[src/rtl/edp_diag_pkg.sv]
// edp_diag_pkg: sequencer states, EDP register selectors and default function group
package edp_diag_pkg;
    typedef enum logic [2:0] {S_IDLE, S_SETUP, S_STROBE, S_SAMPLE, S_RECOVER} state_t;
    localparam logic [2:0] SEL_AR  = 3'd0;
    localparam logic [2:0] SEL_BR  = 3'd1;
    localparam logic [2:0] SEL_MQ  = 3'd2;
    localparam logic [2:0] SEL_FM  = 3'd3;
    localparam logic [2:0] SEL_BRX = 3'd4;
    localparam logic [2:0] SEL_ARX = 3'd5;
    localparam logic [2:0] SEL_ADX = 3'd6;
    localparam logic [2:0] SEL_AD  = 3'd7;
    localparam logic [3:0] FUNC_GROUP_DEF = 4'b0101;
endpackage

[src/rtl/diag_cycle_counter.sv]
// diag_cycle_counter: loadable down-counter that holds at zero
module diag_cycle_counter #(
    parameter int W = 8
) (
    input  logic         clk,
    input  logic         reset,
    input  logic         load,
    input  logic [W-1:0] value,
    output logic [W-1:0] count
);
    always_ff @(posedge clk or posedge reset)
        if (reset) count <= '0;
        else if (load) count <= value;
        else if (count != '0) count <= count - W'(1);
endmodule

[src/rtl/edp_diag_reader.sv]
// edp_diag_reader: sequences EBUS diagnostic reads of one or all eight EDP datapath registers
module edp_diag_reader
    import edp_diag_pkg::*;
#(
    parameter logic [3:0] FUNC_GROUP  = FUNC_GROUP_DEF,
    parameter int         SETUP_CYC   = 2,
    parameter int         SETTLE_CYC  = 2,
    parameter int         TIMEOUT_CYC = 16
) (
    input  logic        clk,
    input  logic        reset,
    input  logic        req,
    input  logic        sweep,
    input  logic [2:0]  sel,
    input  logic        drivingEBUS,
    input  logic [0:35] EBUS,
    output logic [0:8]  diag,
    output logic        diagReadFunc12X,
    output logic        busy,
    output logic        rdValid,
    output logic [0:35] rdData,
    output logic [2:0]  rdSel,
    output logic        done,
    output logic        timeoutErr
);
    state_t     state, state_n;
    logic [2:0] cur;
    logic       sweeping, err_done, last, zero, load, cap, fail;
    logic [7:0] load_val, count;

    diag_cycle_counter #(.W(8)) u_cnt (
        .clk(clk), .reset(reset), .load(load), .value(load_val), .count(count)
    );

    assign zero = count == 8'd0;
    assign last = !sweeping || cur == SEL_AD;

    // Capture lands on the edge into the final settle cycle so rdValid shows during it
    always_comb begin
        state_n  = state;
        load     = 1'b0;
        load_val = 8'(SETUP_CYC - 1);
        cap      = 1'b0;
        fail     = 1'b0;
        case (state)
            S_IDLE:    if (req) begin
                           state_n = S_SETUP;
                           load    = 1'b1;
                       end
            S_SETUP:   if (zero) begin
                           state_n  = S_STROBE;
                           load     = 1'b1;
                           load_val = 8'(TIMEOUT_CYC - 1);
                       end
            S_STROBE:  if (drivingEBUS) begin
                           state_n  = S_SAMPLE;
                           load     = 1'b1;
                           load_val = 8'(SETTLE_CYC - 1);
                           cap      = SETTLE_CYC == 1;
                       end else fail = zero;
            S_SAMPLE:  if (zero) state_n = S_RECOVER;
                       else if (!drivingEBUS) fail = 1'b1;
                       else cap = count == 8'd1;
            S_RECOVER: begin
                           state_n = last ? S_IDLE : S_SETUP;
                           load    = !last;
                       end
            default:   state_n = S_IDLE;
        endcase
        if (fail) state_n = S_IDLE;
    end

    always_ff @(posedge clk or posedge reset)
        if (reset) begin
            state      <= S_IDLE;
            cur        <= '0;
            sweeping   <= 1'b0;
            err_done   <= 1'b0;
            rdValid    <= 1'b0;
            rdData     <= '0;
            rdSel      <= '0;
            timeoutErr <= 1'b0;
        end else begin
            state    <= state_n;
            err_done <= fail;
            rdValid  <= cap;
            if (state == S_IDLE && req) begin
                cur        <= sweep ? SEL_AR : sel;
                sweeping   <= sweep;
                timeoutErr <= 1'b0;
            end
            if (state == S_RECOVER && !last) cur <= cur + 3'd1;
            if (fail) timeoutErr <= 1'b1;
            if (cap) begin
                rdData <= EBUS;
                rdSel  <= cur;
            end
        end

    assign busy            = state != S_IDLE;
    assign diagReadFunc12X = state == S_STROBE || state == S_SAMPLE;
    assign diag            = (state == S_SETUP || diagReadFunc12X) ? {FUNC_GROUP, cur, 2'b00} : '0;
    assign done            = err_done || (state == S_RECOVER && last);
endmodule

[config.mk]
export PLATFORM = sky130hd
export DESIGN_NAME = edp_diag_reader
export DESIGN_NICKNAME = d
export VERILOG_FILES = /design/src/rtl/edp_diag_pkg.sv /design/src/rtl/diag_cycle_counter.sv /design/src/rtl/edp_diag_reader.sv
export SDC_FILE = /design/constraint.sdc
export NUM_CORES = 1
export LEC_CHECK = 0
export CAP_MARGIN = 5
export CORE_ASPECT_RATIO = 0.5
export CORE_MARGIN = 2
export CORE_UTILIZATION = 49
export CTS_BUF_LIST = sky130_fd_sc_hd__clkbuf_8
export DETAILED_ROUTE_END_ITERATION = 7
export HOLD_SLACK_MARGIN = 0.08
export PLACE_DENSITY = 0.88
export SLEW_MARGIN = 20
export SYNTH_ARGS = -nofsm -noshare
export SYNTH_HDL_FRONTEND = slang
export SYNTH_SLANG_ARGS = --single-unit
[constraint.sdc]
create_clock -name clk -period 2.9 [get_ports clk]
set_clock_uncertainty 0.05 [all_clocks]
set_input_delay 0.435 -clock clk [delete_from_list [all_inputs] [get_ports clk]]
set_output_delay 0.435 -clock clk [all_outputs]
set_load 0.02 [all_outputs]
==> results of run 1 <==
==> layout make-up <==
cell class                 count  area, µm²  area share, %
sequential                    57       1430           38.0
multi-input combinational    132       1050           28.0
inverter                       8       30.0          0.800
timing repair buffer          96        963           25.7
clock inverter                 6       58.8           1.57
clock buffer                  10        138           3.67
tap                           70       87.6           2.33
==> per-layer routing <==
metal	part of all wire [%]	vias up	global-route usage [%]
li1	-	912	-
met1	41	967	24.6
met2	53	54	36.4
met3	5.0	7	6.14
met4	1.2	0	8.16
met5	0	-	0
==> worst min path at each step <==
stage | from | endpoint | slack (ps) | depth (start not counted)
3_3_place_gp | rdData[5] | rdData[5] | 440 | 1
2_1_floorplan | u_cnt.count[3] | u_cnt.count[3] | 430 | 1
3_5_place_dp | rdData[5] | rdData[5] | 450 | 1
5_1_grt | rdData[7] | rdData[7] | 480 | 1
6_report | rdData[5] | rdData[5] | 460 | 1
4_1_cts | rdData[5] | rdData[5] | 460 | 1
==> power groups by stage <==
stage          logic (mW)  registers, mW  clock network [mW]
4_1_cts              1.06           1.13               0.737
2_1_floorplan       0.496           1.24                   0
5_1_grt              1.14           1.16               0.778
3_5_place_dp         1.05           1.14                   0
6_report             1.06           1.13               0.716
3_3_place_gp         1.02           1.13                   0
==> sequential cells by signal (all words and copies together) (netlist names) <==
register / count
u_cnt.count: 8
rdSel: 3
state: 3
timeoutErr: 1
rdData: 36
err_done: 1
cur: 3
rdValid: 1
sweeping: 1
==> cells by family after synthesis <==
logic type / after synthesis / synth area share, %
other cells: 1 / 0.145
simple gates: 52 / 11.7
flops: 57 / 55.3
mux: 41 / 17.9
xor+xnor: 5 / 1.70
buf+inv: 22 / 4.61
fa+ha+maj: 5 / 2.43
compound gates: 25 / 6.26
==> per-stage QoR <==
stage          instances  total power, mW  instance area [µm²]  util, %  hold slack [ps]
6_report             379             2.90                 3750     75.1              456
5_1_grt              379             3.08                 3750     75.1              478
4_1_cts              379             2.93                 3750     75.1              461
3_5_place_dp         363             2.20                 3560     71.2              446
3_3_place_gp         363             2.14                 3560     71.2              439
2_1_floorplan        211             1.73                 2590        -              431
==> synth_stat cells (2+ instances only) <==
cell type and instances:
a21oi_1 8, or3_1 4, a211oi_1 5, ha_1 5, nor3_1 2, dfrtp_1 57
mux2_2 40, nand3b_1 3, clkbuf_1 2, and2_1 4, inv_1 8, o21ai_0 4
nand3_1 2, or4_1 2, nor2_1 11, o31ai_1 2, buf_2 4, xnor2_1 5
buf_4 6, nand2_1 8, nand2b_1 4
==> worst register-to-register path, cell delays in order (launching register included) <==
cell      delay, ps
dfrtp_1         390
inv_1           100
ha_1            330
nand3b_1        260
nor3_4          120
buf_4           430
mux2_2          430
==> layout by cell type, fill, tap and decap left out, types with 2 or more instances in the layout <==
master / synthesis / final
a211oi_1: 5 / 5
a21oi_1: 8 / 8
and2_1: 4 / 4
buf_4: 6 / 3
clkbuf_8: 0 / 10
clkdlybuf4s50_1: 0 / 92
clkinv_2: 0 / 2
clkinvlp_4: 0 / 2
conb_1: 1 / 4
dfrtp_1: 57 / 57
ha_1: 5 / 5
inv_1: 8 / 8
mux2_2: 40 / 40
nand2_1: 8 / 8
nand2b_1: 4 / 4
nand3_1: 2 / 2
nand3b_1: 3 / 3
nor2_1: 11 / 11
nor3_1: 2 / 2
o21ai_0: 4 / 4
o31ai_1: 2 / 2
or3_1: 4 / 4
or4_1: 2 / 2
xnor2_1: 5 / 5
==> metrics.md, run 1 <==
| Metric | Value |
|---|---|
| Status | finished, final reports clean |
| Final worst slack | 301 ps |
| Total GRT Usage | 20.9% |
| Syn Std Cell Area | 0.00258 mm² |
| Hold-fix buffer count after cts | 0 |
| Initial core utilization | 51.6% |
| Worst r2r dst | rdData[9] |
| Crit-path slowest cell | clkdlybuf4s50_1 |
| Input/output buffers | 92 |
| Seq cells post-synth | 57 |
| DIE HEIGHT | 55.3 µm |
| Post-synth top area share | 55.3% |
| Antenna Cells | 0 |
| First-pass GRT wire length | 9610 µm |
| Synth area leader | dfrtp_1 |
| Worst-margin pin slew | 657 ps |
| Reg-to-reg setup timing slack | 680 ps |
| DR vias/cell | 5.12 |
| Worst path most repeated cell | nor2_1 |
| Crit share post-route | 89.6% |
| CTS Buf Count | 9 |
| Synth warn | 0 |
| Startpoint types | flop |
| Netlist cell types | 43 |
| DR DRC count | 0 |
| Clk_lat worst skew | 320 ps |
| Place WS | 565 ps |
| Slew HR | 56.2% |
| Max Cap Viol | 0 |
| Psw | 0.973 mW |
| Core Area | 0.00500 mm² |
| Worst r2r path cells | 6 |
| WL/cell | 15.3 µm |
| Post-synth EDFFs | 0 |
| CP endpoint | diag[4] |
| Crit path kind | reg2out |
| Clock power frac | 24.7% |
| DRT Wirelength | 5790 µm |
| DRT iter0 DRCs | 64 |
| Post-DP HPWL | 4190 µm |
| Switching share of power | 33.5% |
| Worst-path maximum fanout | 12 |
| Die Wd | 107 µm |
| Peak VDD IR | 0.000407 V |
| F_max | 385 MHz |
| Comb pwr share | 36.4% |
| Largest net degree at the start of global routing | 40 |
| Post-Route Setup TNS | 0 ps |
| Arrival time worst endpoint | 2110 ps |
| Seq/Total Area, Yosys | 55.3% |
| Worst Setup End Kind | output port |
| Endpoints failing hold | 0 |
| CP Depth | 4 |
| DR pass1 iterations | 4 |
| ANT nets after route | 0 |
| Synth-to-layout area growth | 45.6% |
| Final setup viols | 0 |
| Req. time, crit path | 2410 ps |
| Internal | 1.93 mW |
| Final Max Slew Viols | 0 |
| Crit. Startpoint | state[0] |
| Post-Synthesis Cells | 208 |
| CTS HTree Levels | 3 |
| Layout cell share with drive strength beyond 1 | 21.0% |
| Clock tree root buffer cell | clkbuf_8 |
| Async S/R FF share, synth | 100% |
| Launching point of the worst reg2reg path | u_cnt.count[0] |
| HP Class | reg2reg |
| Routed vias | 1940 |
| Pwr dens | 773 mW/mm² |
| Main flop type after synthesis | dfrtp_1 |
| # Post-CTS Setup Buffers | 0 |
| Synth area leaders | dfrtp_1 (55%), mux2_2 (17%), ha_1 (2.4%) |
| Grt ovf | 0 |
| CP peak stage delay | 600 ps |
| Maximum root-to-sink buffer count | 2 |
| # nets final | 353 |
| Gpl congestion | 0.778 |
| Site Rows | 18 |
| Post-CTS sizing | 0 |
| Crit path buf inv count | 1 |
| Clk sinks | 57 |
| Fillcell total | 337 |
| CTS tree | done |
| Clock-pin slew on the worst setup and hold paths | 60 ps |
| Post-Syn Area per Cell | 12.4 µm² |
| Initial antenna violation count | 0 |
| P_leak | 1.70 nW |
| Number of global-route vias before repair | 2006 |
| Fin crit period | 2600 ps |
| Critical path's top delay family | simple AND/OR/NAND/NOR gates |
| IO Count | 97 |
| RSZ-0062 raised after global routing | false |
| Register share of total power | 38.9% |
| Die ar. | 0.00589 mm² |
| CP cell instances | nor2_1 > nor2_1 > and2_1 > clkdlybuf4s50_1 |
(Power assumes the default switching activity.)
==> run 2: changes to the inputs <==
Settings changed: CORE_MARGIN 2 to 10, GPL_TIMING_DRIVEN from default to 0, HOLD_SLACK_MARGIN 0.08 to 0.05.
==> metrics.md, run 2 (same netlist as run 1, synthesis figures left out) <==
| Metric | Value |
|---|---|
| Total GRT Usage | 16.0% (-4.9 points) |
| Final Max Slew Viols | 0 (unchanged) |
| Clk_lat worst skew | 340 ps (+20 ps) |
| DR vias/cell | 5.15 (+0.65%) |
| Core Area | 0.00500 mm² (unchanged) |
| Worst path most repeated cell | ha_1 |
| # nets final | 363 (+2.8%) |
| Status | finished, final reports clean |
| CTS HTree Levels | 3 (unchanged) |
| Max FFs per register | 36 (unchanged) |
| CTS Buf Count | 9 (unchanged) |
| Initial antenna violation count | 0 (unchanged) |
| Finished Layout Cells | 388 (+2.4%) |
| Number of global-route vias before repair | 2092 (+4.3%) |
| Antenna Cells | 0 (unchanged) |
| Startpoint types | flop |
| DR DRC count | 0 (unchanged) |
| IO Count | 97 (unchanged) |
| Slew HR | 29.9% (-26 points) |
| Critical path's top delay family | buffers and inverters |
| ANT nets after route | 0 (unchanged) |
| Final worst slack | 304 ps (+2.37 ps) |
| Crit share post-route | 89.5% (about the same) |
| Hold-fix buffer count after cts | 0 (unchanged) |
| Worst-margin pin slew | 1040 ps (+382 ps) |
| # Post-CTS Setup Buffers | 0 (unchanged) |
| DRT Wirelength | 6780 µm (+17%) |
| Layout cell share with drive strength beyond 1 | 22.6% (+1.6 points) |
| Input/output buffers | 92 (unchanged) |
| Fillcell total | 360 (+6.8%) |
| Crit path kind | reg2out |
| Maximum root-to-sink buffer count | 2 (unchanged) |
| Commonest cells after routing, fill and taps aside | clkdlybuf4s50_1 (92), dfrtp_1 (57), mux2_2 (40) |
| Arrival time worst endpoint | 2110 ps (about the same) |
| Clk sinks | 57 (unchanged) |
| Largest registers | rdData: 36 flops, u_cnt.count: 8 flops |
| Post-CTS sizing | 0 (unchanged) |
| Routed vias | 1999 (+3.0%) |
| Synth-to-layout area growth | 48.5% |
| Site Rows | 18 (unchanged) |
| Clock-pin slew on the worst setup and hold paths | 60 ps (about the same) |
| Largest net degree at the start of global routing | 58 (+45%) |
| Grt ovf | 0 (unchanged) |
| WL/cell | 17.5 µm (+14%) |
| Crit-path slowest cell | clkdlybuf4s50_1 |
| Final setup viols | 0 (unchanged) |
| Fin area | 0.00383 mm² (+2.0%) |
| Largest Register | rdData |
| First-pass GRT wire length | 10900 µm (+13%) |
| Pwr Total | 3.04 mW (+4.7%) |
| HP Class | reg2reg |
| P_leak | 1.75 nW (+2.8%) |
| Initial core utilization | 51.6% (unchanged) |
| Endpoints failing hold | 0 (unchanged) |
| F_max | 385 MHz (about the same) |
| Most common cell after layout, fill and taps aside | clkdlybuf4s50_1 |
| Peak VDD IR | 0.000526 V (+29%) |
| RSZ-0062 raised after global routing | false |
| Req. time, crit path | 2410 ps (about the same) |
| DR pass1 iterations | 4 (unchanged) |
| Final core occ | 76.6% (+1.5 points) |
| Pwr dens | 794 mW/mm² (+2.6%) |
| Post-DP HPWL | 5110 µm (+22%) |
| Clock tree root buffer cell | clkbuf_8 |
| Max Cap Viol | 0 (unchanged) |
| Placed Cells | 373 (+2.8%) |
| CP peak stage delay | 530 ps (-70 ps) |
| Final hold slack | 452 ps (-4.32 ps) |
| Gpl congestion | 0.855 (+9.9%) |
| Worst Setup End Kind | output port |
| CP cell instances | ha_1 > ha_1 > nand2b_1 > a31o_2 > clkdlybuf4s50_1 |
| Crit path buf inv count | 1 (unchanged) |
| Die ar. | 0.00874 mm² (+48%) |
| Place WS | 518 ps (-46.7 ps) |
| Post-Route Setup TNS | 0 ps (unchanged) |
| DRT iter0 DRCs | 117 (+83%) |
| Placement Cell Area | 0.00360 mm² (+1.2%) |
| DIE HEIGHT | 71.3 µm (+29%) |
| CTS tree | done |
| Die Wd | 123 µm (+15%) |
| Worst-path maximum fanout | 4 (-8) |
| Fin crit period | 2600 ps (-2.37 ps) |
==> run 2: layout make-up <==
type / count / area [µm²] / share of cell area (%)
clock buffer: 12 / 165 / 4.31
tap: 70 / 87.6 / 2.29
inverter: 8 / 32.5 / 0.849
buffer: 14 / 88.8 / 2.32
timing repair buffer: 92 / 921 / 24.0
sequential: 57 / 1430 / 37.2
clock inverter: 3 / 63.8 / 1.67
multi-input combinational: 132 / 1040 / 27.3
==> run 2: path summary, 6_finish.rpt <==
check                           start        endpoint  slack, ps  cells past startpoint
max in group asynchronous       reset      rdData[17]       1820                      2
min reg2reg                rdData[17]      rdData[17]        450                      1
max                            cur[0]            done        300                      5
min                        rdData[17]      rdData[17]        450                      1
min in group asynchronous       reset       rdData[4]        520                      2
max reg2reg                    cur[0]  u_cnt.count[0]        650                      6
==> run 2: routing by layer <==
layer	part of all wire, %	global-route usage [%]	vias up
met5	0	0	-
met4	0.81	3.51	0
met3	6.4	6.41	8
met2	55	29.3	63
met1	38	17.1	988
li1	-	-	940
==> run 2: power by group <==
part           switching (mW)  internal (mW)
clock                   0.297          0.546
combinational           0.541          0.531
sequential              0.140          0.983
total                   0.978           2.06
